## src/rtl/cpu_pkg.sv

```systemverilog
// Shared CPU definitions: field widths, opcode encodings and the fetch FSM state type.
// Used by the fetch stage. The control unit decodes the same opcode values.
package cpu_pkg;

  localparam int ADDR_W  = 8;
  localparam int OPC_W   = 4;
  localparam int INSTR_W = 12;

  localparam logic [3:0] OPC_ADD  = 4'h0;
  localparam logic [3:0] OPC_SUB  = 4'h1;
  localparam logic [3:0] OPC_AND  = 4'h2;
  localparam logic [3:0] OPC_OR   = 4'h3;
  localparam logic [3:0] OPC_XOR  = 4'h4;
  localparam logic [3:0] OPC_LD   = 4'h5;
  localparam logic [3:0] OPC_ST   = 4'h6;
  localparam logic [3:0] OPC_JMP  = 4'h7;
  localparam logic [3:0] OPC_JZ   = 4'h8;
  localparam logic [3:0] OPC_ADDI = 4'h9;
  localparam logic [3:0] OPC_ANDI = 4'hA;
  localparam logic [3:0] OPC_HLT  = 4'hF;

  typedef enum logic [2:0] {
    IDLE,
    REQ,
    WAIT,
    ISSUE,
    HALTED
  } fetch_state_e;

endpackage

```

## src/rtl/fetch_unit_if.sv

```systemverilog
// Fetch-stage bundle: the program-memory read port plus the instruction/PC-redirect handshake with the CU.
// The master modport is the fetch side; the slave modport is the memory/CU side.
interface fetch_unit_if #(
  parameter int ADDR_W  = cpu_pkg::ADDR_W,
  parameter int OPC_W   = cpu_pkg::OPC_W,
  parameter int INSTR_W = cpu_pkg::INSTR_W
);

  logic                     imem_req;
  logic [ADDR_W-1:0]        imem_addr;
  logic [INSTR_W-1:0]       imem_rdata;
  logic                     imem_rvalid;
  logic [OPC_W-1:0]         opcode;
  logic [INSTR_W-OPC_W-1:0] operand;
  logic                     instr_valid;
  logic                     instr_ready;
  logic                     pc_load;
  logic [ADDR_W-1:0]        jump_target;
  logic [ADDR_W-1:0]        pc;
  logic                     halted;

  modport master (
    output imem_req, imem_addr, opcode, operand, instr_valid, pc, halted,
    input  imem_rdata, imem_rvalid, instr_ready, pc_load, jump_target
  );

  modport slave (
    input  imem_req, imem_addr, opcode, operand, instr_valid, pc, halted,
    output imem_rdata, imem_rvalid, instr_ready, pc_load, jump_target
  );

endinterface

```

## src/rtl/pc_counter.sv

```systemverilog
// Program counter: a jump load takes priority over increment, and the increment wraps modulo 2^W.
// Updates one cycle after load_i/inc_i. Holds its value when neither is asserted.
module pc_counter #(
  parameter int W = cpu_pkg::ADDR_W
) (
  input  logic         clk,
  input  logic         rst_n,
  input  logic         load_i,
  input  logic [W-1:0] load_value_i,
  input  logic         inc_i,
  output logic [W-1:0] pc_o
);
  import cpu_pkg::*;

  logic [W-1:0] pc_q, pc_d;

  always_comb begin
    pc_d = pc_q;
    if (load_i) begin
      pc_d = load_value_i;
    end else if (inc_i) begin
      pc_d = pc_q + W'(1);
    end
  end

  always_ff @(posedge clk or negedge rst_n) begin
    if (!rst_n) begin
      pc_q <= '0;
    end else begin
      pc_q <= pc_d;
    end
  end

  assign pc_o = pc_q;

endmodule

```

## src/rtl/fetch_unit.sv

```systemverilog
// Non-prefetching fetch stage: IDLE->REQ->WAIT->ISSUE, at least 3 cycles per instruction. It holds the IR while instr_ready is low.
// Optional FETCH_HALT_EN: an accepted all-ones opcode parks the FSM in HALTED until reset.
module fetch_unit #(
  parameter int ADDR_W  = cpu_pkg::ADDR_W,
  parameter int OPC_W   = cpu_pkg::OPC_W,
  parameter int INSTR_W = cpu_pkg::INSTR_W
) (
  input  logic          clk,
  input  logic          rst_n,
  fetch_unit_if.master  bus
);
  import cpu_pkg::*;

  fetch_state_e       state_q, state_d;
  logic [INSTR_W-1:0] ir_q, ir_d;
  logic               pc_ld;
  logic               pc_inc;
  logic               halt_hit;
  logic [ADDR_W-1:0]  pc;

`ifdef FETCH_HALT_EN
  assign halt_hit = (ir_q[INSTR_W-1 -: OPC_W] == {OPC_W{1'b1}});
`else
  assign halt_hit = 1'b0;
`endif

  always_comb begin
    state_d = state_q;
    ir_d    = ir_q;
    pc_ld   = 1'b0;
    pc_inc  = 1'b0;
    case (state_q)
      IDLE:  state_d = REQ;
      REQ:   state_d = WAIT;
      // rvalid is honoured only here, so a stale or spurious strobe never reaches the IR.
      WAIT: begin
        if (bus.imem_rvalid) begin
          ir_d    = bus.imem_rdata;
          state_d = ISSUE;
        end
      end
      ISSUE: begin
        if (bus.instr_ready) begin
          pc_ld   = bus.pc_load;
          pc_inc  = !bus.pc_load;
          state_d = halt_hit ? HALTED : REQ;
        end
      end
`ifdef FETCH_HALT_EN
      HALTED: state_d = HALTED;
`endif
      default: state_d = IDLE;
    endcase
  end

  always_ff @(posedge clk or negedge rst_n) begin
    if (!rst_n) begin
      state_q <= IDLE;
      ir_q    <= '0;
    end else begin
      state_q <= state_d;
      ir_q    <= ir_d;
    end
  end

  pc_counter #(
    .W (ADDR_W)
  ) u_pc (
    .clk          (clk),
    .rst_n        (rst_n),
    .load_i       (pc_ld),
    .load_value_i (bus.jump_target),
    .inc_i        (pc_inc),
    .pc_o         (pc)
  );

  assign bus.imem_req    = (state_q == REQ);
  assign bus.imem_addr   = pc;
  assign bus.pc          = pc;
  assign bus.opcode      = ir_q[INSTR_W-1 -: OPC_W];
  assign bus.operand     = ir_q[INSTR_W-OPC_W-1:0];
  assign bus.instr_valid = (state_q == ISSUE);
`ifdef FETCH_HALT_EN
  assign bus.halted      = (state_q == HALTED);
`else
  assign bus.halted      = 1'b0;
`endif

endmodule

```

## src/flat_wrapper.sv

```systemverilog
// flat-port wrapper written by rule: the top's interface ports become plain ports
module fetch_unit_flat import cpu_pkg::*;
#(
  parameter int ADDR_W  = cpu_pkg::ADDR_W,
  parameter int OPC_W   = cpu_pkg::OPC_W,
  parameter int INSTR_W = cpu_pkg::INSTR_W
)
  (clk, rst_n, bus_imem_req, bus_imem_addr, bus_opcode, bus_operand, bus_instr_valid, bus_pc, bus_halted, bus_imem_rdata, bus_imem_rvalid, bus_instr_ready, bus_pc_load, bus_jump_target);
  fetch_unit_if #(.ADDR_W(ADDR_W), .OPC_W(OPC_W), .INSTR_W(INSTR_W)) bus_i ();
  input  logic clk;
  input  logic rst_n;
  output wire logic [$bits(bus_i.imem_req)-1:0] bus_imem_req;
  output wire logic [$bits(bus_i.imem_addr)-1:0] bus_imem_addr;
  output wire logic [$bits(bus_i.opcode)-1:0] bus_opcode;
  output wire logic [$bits(bus_i.operand)-1:0] bus_operand;
  output wire logic [$bits(bus_i.instr_valid)-1:0] bus_instr_valid;
  output wire logic [$bits(bus_i.pc)-1:0] bus_pc;
  output wire logic [$bits(bus_i.halted)-1:0] bus_halted;
  input wire logic [$bits(bus_i.imem_rdata)-1:0] bus_imem_rdata;
  input wire logic [$bits(bus_i.imem_rvalid)-1:0] bus_imem_rvalid;
  input wire logic [$bits(bus_i.instr_ready)-1:0] bus_instr_ready;
  input wire logic [$bits(bus_i.pc_load)-1:0] bus_pc_load;
  input wire logic [$bits(bus_i.jump_target)-1:0] bus_jump_target;
  assign bus_imem_req = bus_i.imem_req;
  assign bus_imem_addr = bus_i.imem_addr;
  assign bus_opcode = bus_i.opcode;
  assign bus_operand = bus_i.operand;
  assign bus_instr_valid = bus_i.instr_valid;
  assign bus_pc = bus_i.pc;
  assign bus_halted = bus_i.halted;
  assign bus_i.imem_rdata = bus_imem_rdata;
  assign bus_i.imem_rvalid = bus_imem_rvalid;
  assign bus_i.instr_ready = bus_instr_ready;
  assign bus_i.pc_load = bus_pc_load;
  assign bus_i.jump_target = bus_jump_target;
  fetch_unit #(.ADDR_W(ADDR_W), .OPC_W(OPC_W), .INSTR_W(INSTR_W)) u_core (.clk(clk), .rst_n(rst_n), .bus(bus_i));
endmodule
```

## config.mk

```make
export PLATFORM = sky130hd
export DESIGN_NAME = fetch_unit_flat
export DESIGN_NICKNAME = d
export VERILOG_FILES = /design/src/rtl/cpu_pkg.sv /design/src/rtl/fetch_unit_if.sv /design/src/rtl/pc_counter.sv /design/src/rtl/fetch_unit.sv /design/src/flat_wrapper.sv
export SDC_FILE = /design/constraint.sdc
export NUM_CORES = 1
export LEC_CHECK = 0
export BUFFER_PORTS_ARGS = -buffer_cell sky130_fd_sc_hd__buf_4
export CORE_AREA = 2 2 54 56
export DETAILED_ROUTE_END_ITERATION = 8
export DIE_AREA = 0 0 56 58
export PLACE_DENSITY = 0.83
export SYNTH_ARGS = -nofsm -noshare
export SYNTH_HDL_FRONTEND = slang
export SYNTH_SLANG_ARGS = --single-unit
```

## constraint.sdc

```tcl
create_clock -name clk -period 1.8 [get_ports clk]
set_clock_uncertainty 0.05 [all_clocks]
set_input_delay 0.36 -clock clk [delete_from_list [all_inputs] [get_ports clk]]
set_output_delay 0.36 -clock clk [all_outputs]
set_load 0.03 [all_outputs]
```

==> results of run 1 <==
==> Yosys cell counts (all sizes together) <==
library cell	instances
a211oi	1
a21oi	4
a31oi	1
and2	1
and4	2
buf	11
clkbuf	1
conb	1
dfrtp	22
ha	5
inv	5
mux2	12
mux2i	4
nand2	6
nand2b	1
nand3	6
nand4	2
nor2	3
nor2b	1
nor3b	3
nor4	1
o211ai	1
o21ai	7
o22ai	4
o31a	1
or2	1
or4	1
==> cells by family (layout without fill, tap and decap cells) <==
group           Yosys count  in the layout  synth area share, %
simple gates             28             28                 13.9
flops                    22             22                 47.3
compound gates           19             19                 9.46
buf+inv                  17             67                 8.60
mux                      16             16                 15.1
fa+ha+maj                 5              5                 5.38
other cells               1              1                0.322
==> layout make-up <==
| type | instances | area [um2] | share of cell area, % |
|---|---|---|---|
| Timing Repair Buffer | 58 | 438 | 27.2 |
| Clock inverter | 1 | 30.0 | 1.86 |
| Clock buffer | 3 | 22.5 | 1.40 |
| Tap cell | 31 | 38.8 | 2.41 |
| Sequential cell | 22 | 551 | 34.2 |
| Inverter | 5 | 18.8 | 1.16 |
| Multi-Input combinational cell | 69 | 513 | 31.8 |
==> worst max path at each step <==
stage	from	endpoint	slack [ps]	cells after the start
finish	u_core.state_q[0]	u_core.ir_q[9]	160	4
global route	u_core.state_q[0]	u_core.ir_q[9]	60	4
CTS	u_core.state_q[0]	u_core.ir_q[9]	150	4
floorplan	u_core.u_pc.pc_o[0]	u_core.u_pc.pc_o[6]	140	4
global placement	u_core.state_q[0]	u_core.ir_q[7]	240	4
detailed placement	u_core.state_q[0]	u_core.ir_q[9]	150	4
==> sequential cells by signal, summed over array words and instances, names as in the netlist <==
| name | count |
|---|---|
| u_core.ir_q | 12 |
| u_core.u_pc.pc_o | 8 |
| u_core.state_q | 2 |
==> per-layer routing <==
metal	wire length [um]	vias to the layer above	track usage [%]	part of all wire, %
met5	0	-	0	0
met4	66	0	7.14	2.6
met3	184	8	4.24	7.2
met2	1340	44	30.4	53
met1	953	470	18.0	38
li1	-	475	-	-
==> power breakdown <==
group	leakage (nW)	internal (W)	total (W)	switching (W)
Combinational	0.487	0.000761	0.00188	0.00111
Clock	0.0279	0.000225	0.000378	0.000153
Sequential	0.265	0.000735	0.000958	0.000222
Total	0.780	0.00172	0.00321	0.00149
==> worst max-delay path, stage by stage, from the launching register on <==
cell     delay [ps]
dfrtp_1         420
inv_1            80
ha_1            210
nand2_1         370
mux2_2          400
==> through the flow <==
| step | cells | util (%) | cell area, um2 | setup slack [ps] |
|---|---|---|---|---|
| floorplan | 108 | - | 1160 | 138 |
| global placement | 184 | 58.2 | 1550 | 239 |
| detailed placement | 184 | 58.2 | 1550 | 153 |
| CTS | 189 | 60.5 | 1610 | 154 |
| global route | 189 | 60.5 | 1610 | 64.0 |
| finish | 189 | 60.5 | 1610 | 162 |
==> impl_metrics.py, run 1 <==
metrics = {
    "outcome": {
        "status": "complete, no violations",
    },
    "floorplan": {
        "coreArea_um2": 2660,
        "initial_core_util_pct": 43.7,
        "rows": 19,
        "die_x_um": 56,
        "die_height_um": 58,
        "ioPinCount": 56,
        "dieArea_um2": 3250,
    },
    "global_route": {
        "grt-ovfl-total": 0,
        "grt_pass1_vias": 1033,
        "antenna_found_initial": 0,
        "grt_max_degree": 23,
        "grt_pass1_wl_um": 4260,
        "track_usage_pct": 16.5,
    },
    "worst_hold_path": {
        "hold_path.class": "in2reg",
        "min-delay-start": "bus_imem_rdata[4]",
        "hold_end": "u_core.ir_q[4]",
        "hold_path_depth": 2,
    },
    "clock_network": {
        "clock_sinks": 22,
        "tritoncts": "yes",
        "clock_latency_ps": 300,
        "cts-buffers-inserted": 3,
        "cts_htree_levels": 1,
        "post_cts_resized": 0,
        "clk_path_buf_depth": 2,
        "post_cts_buffers": 0,
        "path_clk_slew_ps": 130,
        "root_buffer": "clkbuf_4",
        "cts_hold_buf": 1,
    },
    "placed_design": {
        "port_buffers": 54,
        "place_congestion": 0.841,
        "post-dp-hpwl_um": 1980,
    },
    "worst_setup_path": {
        "reg2reg_setup_slack_ps": 160,
        "path_class": "reg2reg",
        "critPathArrivalTime_ps": 1790,
        "timing.rr.start": "u_core.state_q[0]",
        "crit_fanout": 12,
        "r2r-end": "u_core.ir_q[9]",
        "end_kind": "flop",
        "startpoint_type": "flop",
        "rr_worst_depth": 4,
        "cp.required_ps": 1950,
    },
    "synthesis": {
        "yosysWarnings": 0,
        "synth.distinct_cells": 30,
        "post_synth.cell_area_avg_um2": 10.8,
        "ys_ff_latch": 22,
        "synth_cells": 108,
        "ys_top_cells_by_area": "dfrtp_1 (47%), mux2_2 (12%), buf_4 (5.8%)",
        "ys_seq_area_share_pct": 47.3,
        "synth_fp_nets": 138,
        "netlist.area_leader.share_pct": 47.3,
        "synth_area_leader_cell": "dfrtp_1",
        "syn_area_um2": 1160,
    },
    "finish": {
        "final_cell_mix": "buf_4 (57), dfrtp_1 (22), mux2_2 (12)",
        "num-fill-cells": 238,
        "final_nets": 189,
        "syn_to_final_growth_pct": 38.5,
        "drive_gt1_share_pct": 47.5,
        "diodes": 0,
        "final_common_cell": "buf_4",
    },
    "timing": {
        "setup_viol": 0,
        "final_hold_viol_count": 0,
        "slew_violations": 0,
        "fin_crit_ps": 1640,
        "fin_tns_setup_ps": 0,
        "timing.final.crit_share_pct": 91.0,
        "whs_ps": 228,
        "max_freq_mhz": 611,
        "rsz0062_at_grt": "no",
    },
    "pwr": {
        "power_density_nw_per_um2": 1990,
        "power_w": 0.00321,
        "p_leak_nw": 0.780,
        "peakVddDrop_uv": 1230,
    },
    "detailed_routing": {
        "vias": 997,
        "route.final.wire_length_um": 2540,
        "ant_nets": 0,
        "wl_per_cell_um": 13.4,
        "initialDrtViolationCount": 13,
        "route.detailed.drc": 0,
        "firstDrtPassIters": 4,
        "via_per_inst": 5.28,
    },
    "job": {
        "drv_cap": 0,
    },
}
Power figures use the tool's default switching activity.
==> inputs of run 2 (changes only) <==
- RECOVER_POWER: unset -> 100
==> run 2 against run 1 <==
Global-route usage did not move. Power fell by 8.7%. First-iteration DRC count rose by 38%. Die area did not move. Largest cell class unchanged.
==> impl_metrics.py, run 2 (synthesized netlist as in run 1, its figures left out) <==
metrics = {
    "detailed_routing": {
        "ant_nets": 0,
        "wl_per_cell_um": 13.4,
        "via_per_inst": 5.28,
        "route.final.wire_length_um": 2530,
        "wl_met3_um": 172,
        "dr_wl_met2_um": 1330,
        "wl_met1_um": 960,
        "route.detailed.drc": 0,
        "firstDrtPassIters": 4,
        "initialDrtViolationCount": 18,
        "top_layer_used": "met4",
        "vias": 997,
    },
    "global_route": {
        "grt_max_degree": 23,
        "track_usage_pct": 16.5,
        "antenna_found_initial": 0,
        "grt_pass1_wl_um": 4260,
        "grt-ovfl-total": 0,
        "grt_pass1_vias": 1033,
    },
    "clock_network": {
        "tritoncts": "yes",
        "path_clk_slew_ps": 130,
        "root_buffer": "clkbuf_4",
        "clock_sinks": 22,
        "cts-buffers-inserted": 3,
        "post_cts_resized": 0,
        "cts_htree_levels": 1,
        "post_cts_buffers": 0,
        "clock_latency_ps": 300,
        "clk_path_buf_depth": 2,
    },
    "worst_setup_path": {
        "crit_fanout": 7,
        "path_class": "reg2out",
        "cp_top_family": "flip-flops",
        "critPathArrivalTime_ps": 1250,
        "cpPeakStageDelay_ps": 420,
        "crit_buf_inv": 1,
        "startpoint_type": "flop",
        "crit_chain": "ha_1 -> clkbuf_2",
        "cp.required_ps": 1390,
        "end_kind": "output pin",
        "slowest_stage": "dfrtp_1",
    },
    "finish": {
        "final_nets": 189,
        "final_common_cell": "clkbuf_1",
        "largest_reg_flops": 12,
        "final_util_pct": 56.2,
        "drive_gt1_share_pct": 29.7,
        "syn_to_final_growth_pct": 28.6,
        "largest-register": "u_core.ir_q",
        "final_cell_mix": "clkbuf_1 (28), buf_4 (25), dfrtp_1 (22)",
        "num-fill-cells": 264,
        "diodes": 0,
    },
    "pwr": {
        "p_leak_nw": 0.672,
        "peakVddDrop_uv": 1170,
        "power_density_nw_per_um2": 1960,
    },
    "timing": {
        "setup_viol": 0,
        "fin_tns_setup_ps": 0,
        "worst_slew_margin_rel_pct": 22.1,
        "worstMarginPinSlew_ps": 1170,
        "rsz0062_at_grt": "no",
        "slew_violations": 0,
        "timing.final.crit_share_pct": 92.4,
        "fin_ws_ps": 136,
        "final_hold_viol_count": 0,
        "fin_crit_ps": 1660,
        "max_freq_mhz": 601,
    },
    "placed_design": {
        "place_congestion": 0.841,
        "post-dp-hpwl_um": 1980,
        "place_ws_ps": 153,
        "port_buffers": 54,
    },
    "floorplan": {
        "rows": 19,
        "die_x_um": 56,
        "dieArea_um2": 3250,
        "die_height_um": 58,
        "ioPinCount": 56,
        "initial_core_util_pct": 43.7,
        "coreArea_um2": 2660,
    },
    "worst_hold_path": {
        "hold_path.class": "in2reg",
    },
    "job": {
        "drv_cap": 0,
    },
    "outcome": {
        "status": "complete, no violations",
    },
}
run 2: cell types whose count changed in the layout (fill, tap and decap cells not counted), sizes merged:
cell    change
clkbuf     +32
buf        -32
run 2: final cells by class:
class | instances | area, um2 | area share (%)
sequential | 22 | 551 | 36.8
multi-input combinational | 69 | 513 | 34.3
timing repair buffer | 58 | 323 | 21.6
tap | 31 | 38.8 | 2.59
clock inverter | 1 | 30.0 | 2.01
clock buffer | 3 | 22.5 | 1.51
inverter | 5 | 18.8 | 1.25
run 2: per-stage QoR:
stage,std cells,instance area (um2),power (W),hold WS (ps)
2_1_floorplan,108,1160,0.00222,14.4
3_3_place_gp,184,1550,0.00277,210
3_5_place_dp,184,1550,0.00285,215
4_1_cts,189,1610,0.00324,220
5_1_grt,189,1500,0.00311,210
6_report,189,1500,0.00293,225
run 2: path summary, 6_finish.rpt:
kind / from / to / slack (ps) / cells after the start
max: u_core.state_q[0] / bus_instr_valid / 140 / 2
min: bus_imem_rdata[4] / u_core.ir_q[4] / 220 / 2
max reg2reg: u_core.state_q[0] / u_core.u_pc.pc_o[7] / 160 / 5
min reg2reg: u_core.ir_q[4] / u_core.ir_q[4] / 470 / 1
max in group asynchronous: rst_n / u_core.u_pc.pc_o[7] / 270 / 2
min in group asynchronous: rst_n / u_core.ir_q[4] / 740 / 2
run 2: timing repair:
item                                    CTS  global route
endpoints found under the hold margin    22             0
endpoints found under the setup margin    0             0
hold buffers                              1             0
run 2: layer usage:
| layer | GRT usage (%) | vias up |
|---|---|---|
| met5 | 0 | - |
| met4 | 7.14 | 0 |
| met3 | 4.24 | 8 |
| met2 | 30.4 | 42 |
| met1 | 18.0 | 472 |
| li1 | - | 475 |
run 2: worst reg2reg max path, delay by kind of cell (launching register included):
kind	cells	cell delay, ps
buffers and inverters	1	210
AND/OR/NAND/NOR	3	570
adder cells (fa/ha/maj)	1	290
flip-flops	1	420
run 2: report_power, final:
| group | leakage, nW | internal (W) | switching, W |
|---|---|---|---|
| combinational | 0.379 | 0.000491 | 0.00111 |
| clock | 0.0279 | 0.000225 | 0.000155 |
| sequential | 0.265 | 0.000735 | 0.000214 |
| total | 0.672 | 0.00145 | 0.00148 |
==> inputs of run 3 (changes only) <==
- CELL_PAD_IN_SITES_DETAIL_PLACEMENT: unset -> 0
- CELL_PAD_IN_SITES_GLOBAL_PLACEMENT: unset -> 2
- CORE_AREA: 2 2 54 56 -> 2 2 70 72
- DIE_AREA: 0 0 56 58 -> 0 0 72 74
- PLACE_DENSITY: 0.83 -> 0.82
==> run 3 against run 2 <==
Power decreased by 2.7%. Hold slack improved by 53 ps. Final area rose by 0.75%. Maximum frequency up 3.0%. Count of clock-buffer cells in the layout rose by 1. Utilization decreased by 23 points. Sequential cell count unchanged. Critical path depth rose by 2. Global-route usage decreased by 6.0 points. Cell count increased by 11%. Largest power group unchanged. Highest routed layer is now met3.
==> impl_metrics.py, run 3 (synthesized netlist as in run 1, its figures left out) <==
metrics = {
    "outcome": {
        "status": "complete, no violations",
    },
    "placed_design": {
        "place_congestion": 0.706,
        "post-dp-hpwl_um": 2130,
        "place_ws_ps": 218,
        "port_buffers": 54,
    },
    "worst_setup_path": {
        "timing.rr.start": "u_core.u_pc.pc_o[0]",
        "reg2reg_setup_slack_ps": 180,
        "end_kind": "flop",
        "r2r-end": "u_core.u_pc.pc_o[6]",
        "startpoint_type": "flop",
        "critPathArrivalTime_ps": 1760,
        "cp.required_ps": 1950,
        "path_class": "reg2reg",
        "rr_worst_depth": 4,
        "crit_fanout": 9,
    },
    "timing": {
        "worst_slew_margin_rel_pct": 62.2,
        "worstMarginPinSlew_ps": 567,
        "max_freq_mhz": 619,
        "slew_violations": 0,
        "fin_tns_setup_ps": 0,
        "fin_crit_ps": 1620,
        "timing.final.crit_share_pct": 89.8,
        "final_hold_viol_count": 0,
        "fin_ws_ps": 184,
        "setup_viol": 0,
        "rsz0062_at_grt": "no",
    },
    "finish": {
        "num-fill-cells": 510,
        "syn_to_final_growth_pct": 29.6,
        "final_nets": 187,
        "final_cell_mix": "clkbuf_1 (28), buf_4 (23), dfrtp_1 (22)",
        "drive_gt1_share_pct": 28.2,
        "largest_reg_flops": 12,
        "diodes": 0,
        "largest-register": "u_core.ir_q",
        "final_common_cell": "clkbuf_1",
    },
    "detailed_routing": {
        "firstDrtPassIters": 3,
        "via_per_inst": 4.70,
        "route.final.wire_length_um": 2750,
        "route.detailed.drc": 0,
        "vias": 988,
        "initialDrtViolationCount": 26,
        "ant_nets": 0,
        "wl_per_cell_um": 13.1,
    },
    "global_route": {
        "grt_max_degree": 23,
        "grt-ovfl-total": 0,
        "grt_pass1_vias": 945,
        "antenna_found_initial": 0,
        "track_usage_pct": 10.6,
        "grt_pass1_wl_um": 4460,
    },
    "floorplan": {
        "coreArea_um2": 4600,
        "ioPinCount": 56,
        "rows": 25,
        "die_x_um": 72,
        "initial_core_util_pct": 25.3,
        "die_height_um": 74,
        "dieArea_um2": 5330,
    },
    "clock_network": {
        "cts_htree_levels": 1,
        "clk_path_buf_depth": 2,
        "clock_sinks": 22,
        "root_buffer": "clkbuf_8",
        "cts-buffers-inserted": 3,
        "clock_latency_ps": 260,
        "post_cts_buffers": 0,
        "path_clk_slew_ps": 80,
        "post_cts_resized": 0,
        "tritoncts": "yes",
    },
    "job": {
        "drv_cap": 0,
    },
    "pwr": {
        "peakVddDrop_uv": 560,
        "switching_share_pct": 51.2,
        "p_int_w": 0.00139,
        "switchingPower_w": 0.00146,
        "p_seq_share_pct": 34.4,
        "p_clk_share_pct": 12.2,
        "combPwrFrac_pct": 53.4,
        "p_leak_nw": 0.661,
        "power_density_nw_per_um2": 1890,
    },
    "worst_hold_path": {
        "hold_path.class": "in2reg",
        "hold_path_depth": 2,
        "min-delay-start": "bus_imem_rdata[7]",
        "hold_end": "u_core.ir_q[7]",
    },
}
==> run 3: cell types whose count changed in the layout (fill, tap and decap cells not counted) <==
cell / delta
clkbuf_4: -3
nand3_1: +1
nand3_2: -1
bufinv_16: -1
buf_4: -2
clkbuf_8: +4
==> run 3: power groups by stage <==
stage	sequential [W]	combinational (W)	clock, W
CTS	0.000995	0.00181	0.000365
global route	0.00102	0.00164	0.000387
detailed placement	0.00101	0.00181	0
finish	0.000981	0.00152	0.000347
floorplan	0.00139	0.000827	0
global placement	0.000981	0.00179	0
==> run 3: how the worst max path moves through the flow <==
stage | from | to | slack, ps | cells after the start
after detailed placement | u_core.state_q[0] | u_core.u_pc.pc_o[6] | 220 | 4
after global routing | u_core.u_pc.pc_o[0] | u_core.u_pc.pc_o[6] | 50 | 4
after floorplan | u_core.u_pc.pc_o[0] | u_core.u_pc.pc_o[6] | 140 | 4
after global placement | u_core.u_pc.pc_o[0] | u_core.u_pc.pc_o[6] | 270 | 4
final | u_core.u_pc.pc_o[0] | u_core.u_pc.pc_o[6] | 180 | 4
after CTS | u_core.u_pc.pc_o[0] | u_core.u_pc.pc_o[6] | 200 | 4
==> run 3: through the flow <==
stage / utilization (%) / cells / hold WS, ps / power, W / cell area (um2)
after floorplan: - / 108 / 14.4 / 0.00222 / 1160
after global placement: 34.0 / 205 / 222 / 0.00277 / 1560
after detailed placement: 34.0 / 205 / 221 / 0.00282 / 1560
after CTS: 35.4 / 210 / 271 / 0.00317 / 1630
after global routing: 32.8 / 210 / 267 / 0.00306 / 1510
final: 32.8 / 210 / 277 / 0.00285 / 1510
==> run 3: what timing repair did <==
| item | in CTS | in global routing |
|---|---|---|
| hold buffers | 1 | 0 |
| hold endpoints to repair | 22 | 0 |
| endpoints found under the setup margin | 0 | 0 |
==> run 3: critical path, stage by stage (launching register included) <==
cell and delay, ps:
dfrtp_1 490, ha_1 240, nand3_1 140, or4_1 540, nand3_1 90
==> run 3: layout make-up <==
type / instances / area [um2] / share of cell area (%)
clock buffers: 4 / 55.1 / 3.65
inverters: 5 / 18.8 / 1.24
multi-input cells: 69 / 508 / 33.7
flip-flops and latches: 22 / 551 / 36.5
well taps: 54 / 67.6 / 4.48
repair buffers: 56 / 308 / 20.4
==> run 3: per-layer routing <==
layer,part of all wire [%],vias to the layer above,routed length [um],GRT usage [%]
met3,8.1,0,224,3.52
met5,0,-,0,0
met1,43,477,1180,13.3
li1,-,474,-,-
met4,0,0,0,0.629
met2,49,37,1350,18.6
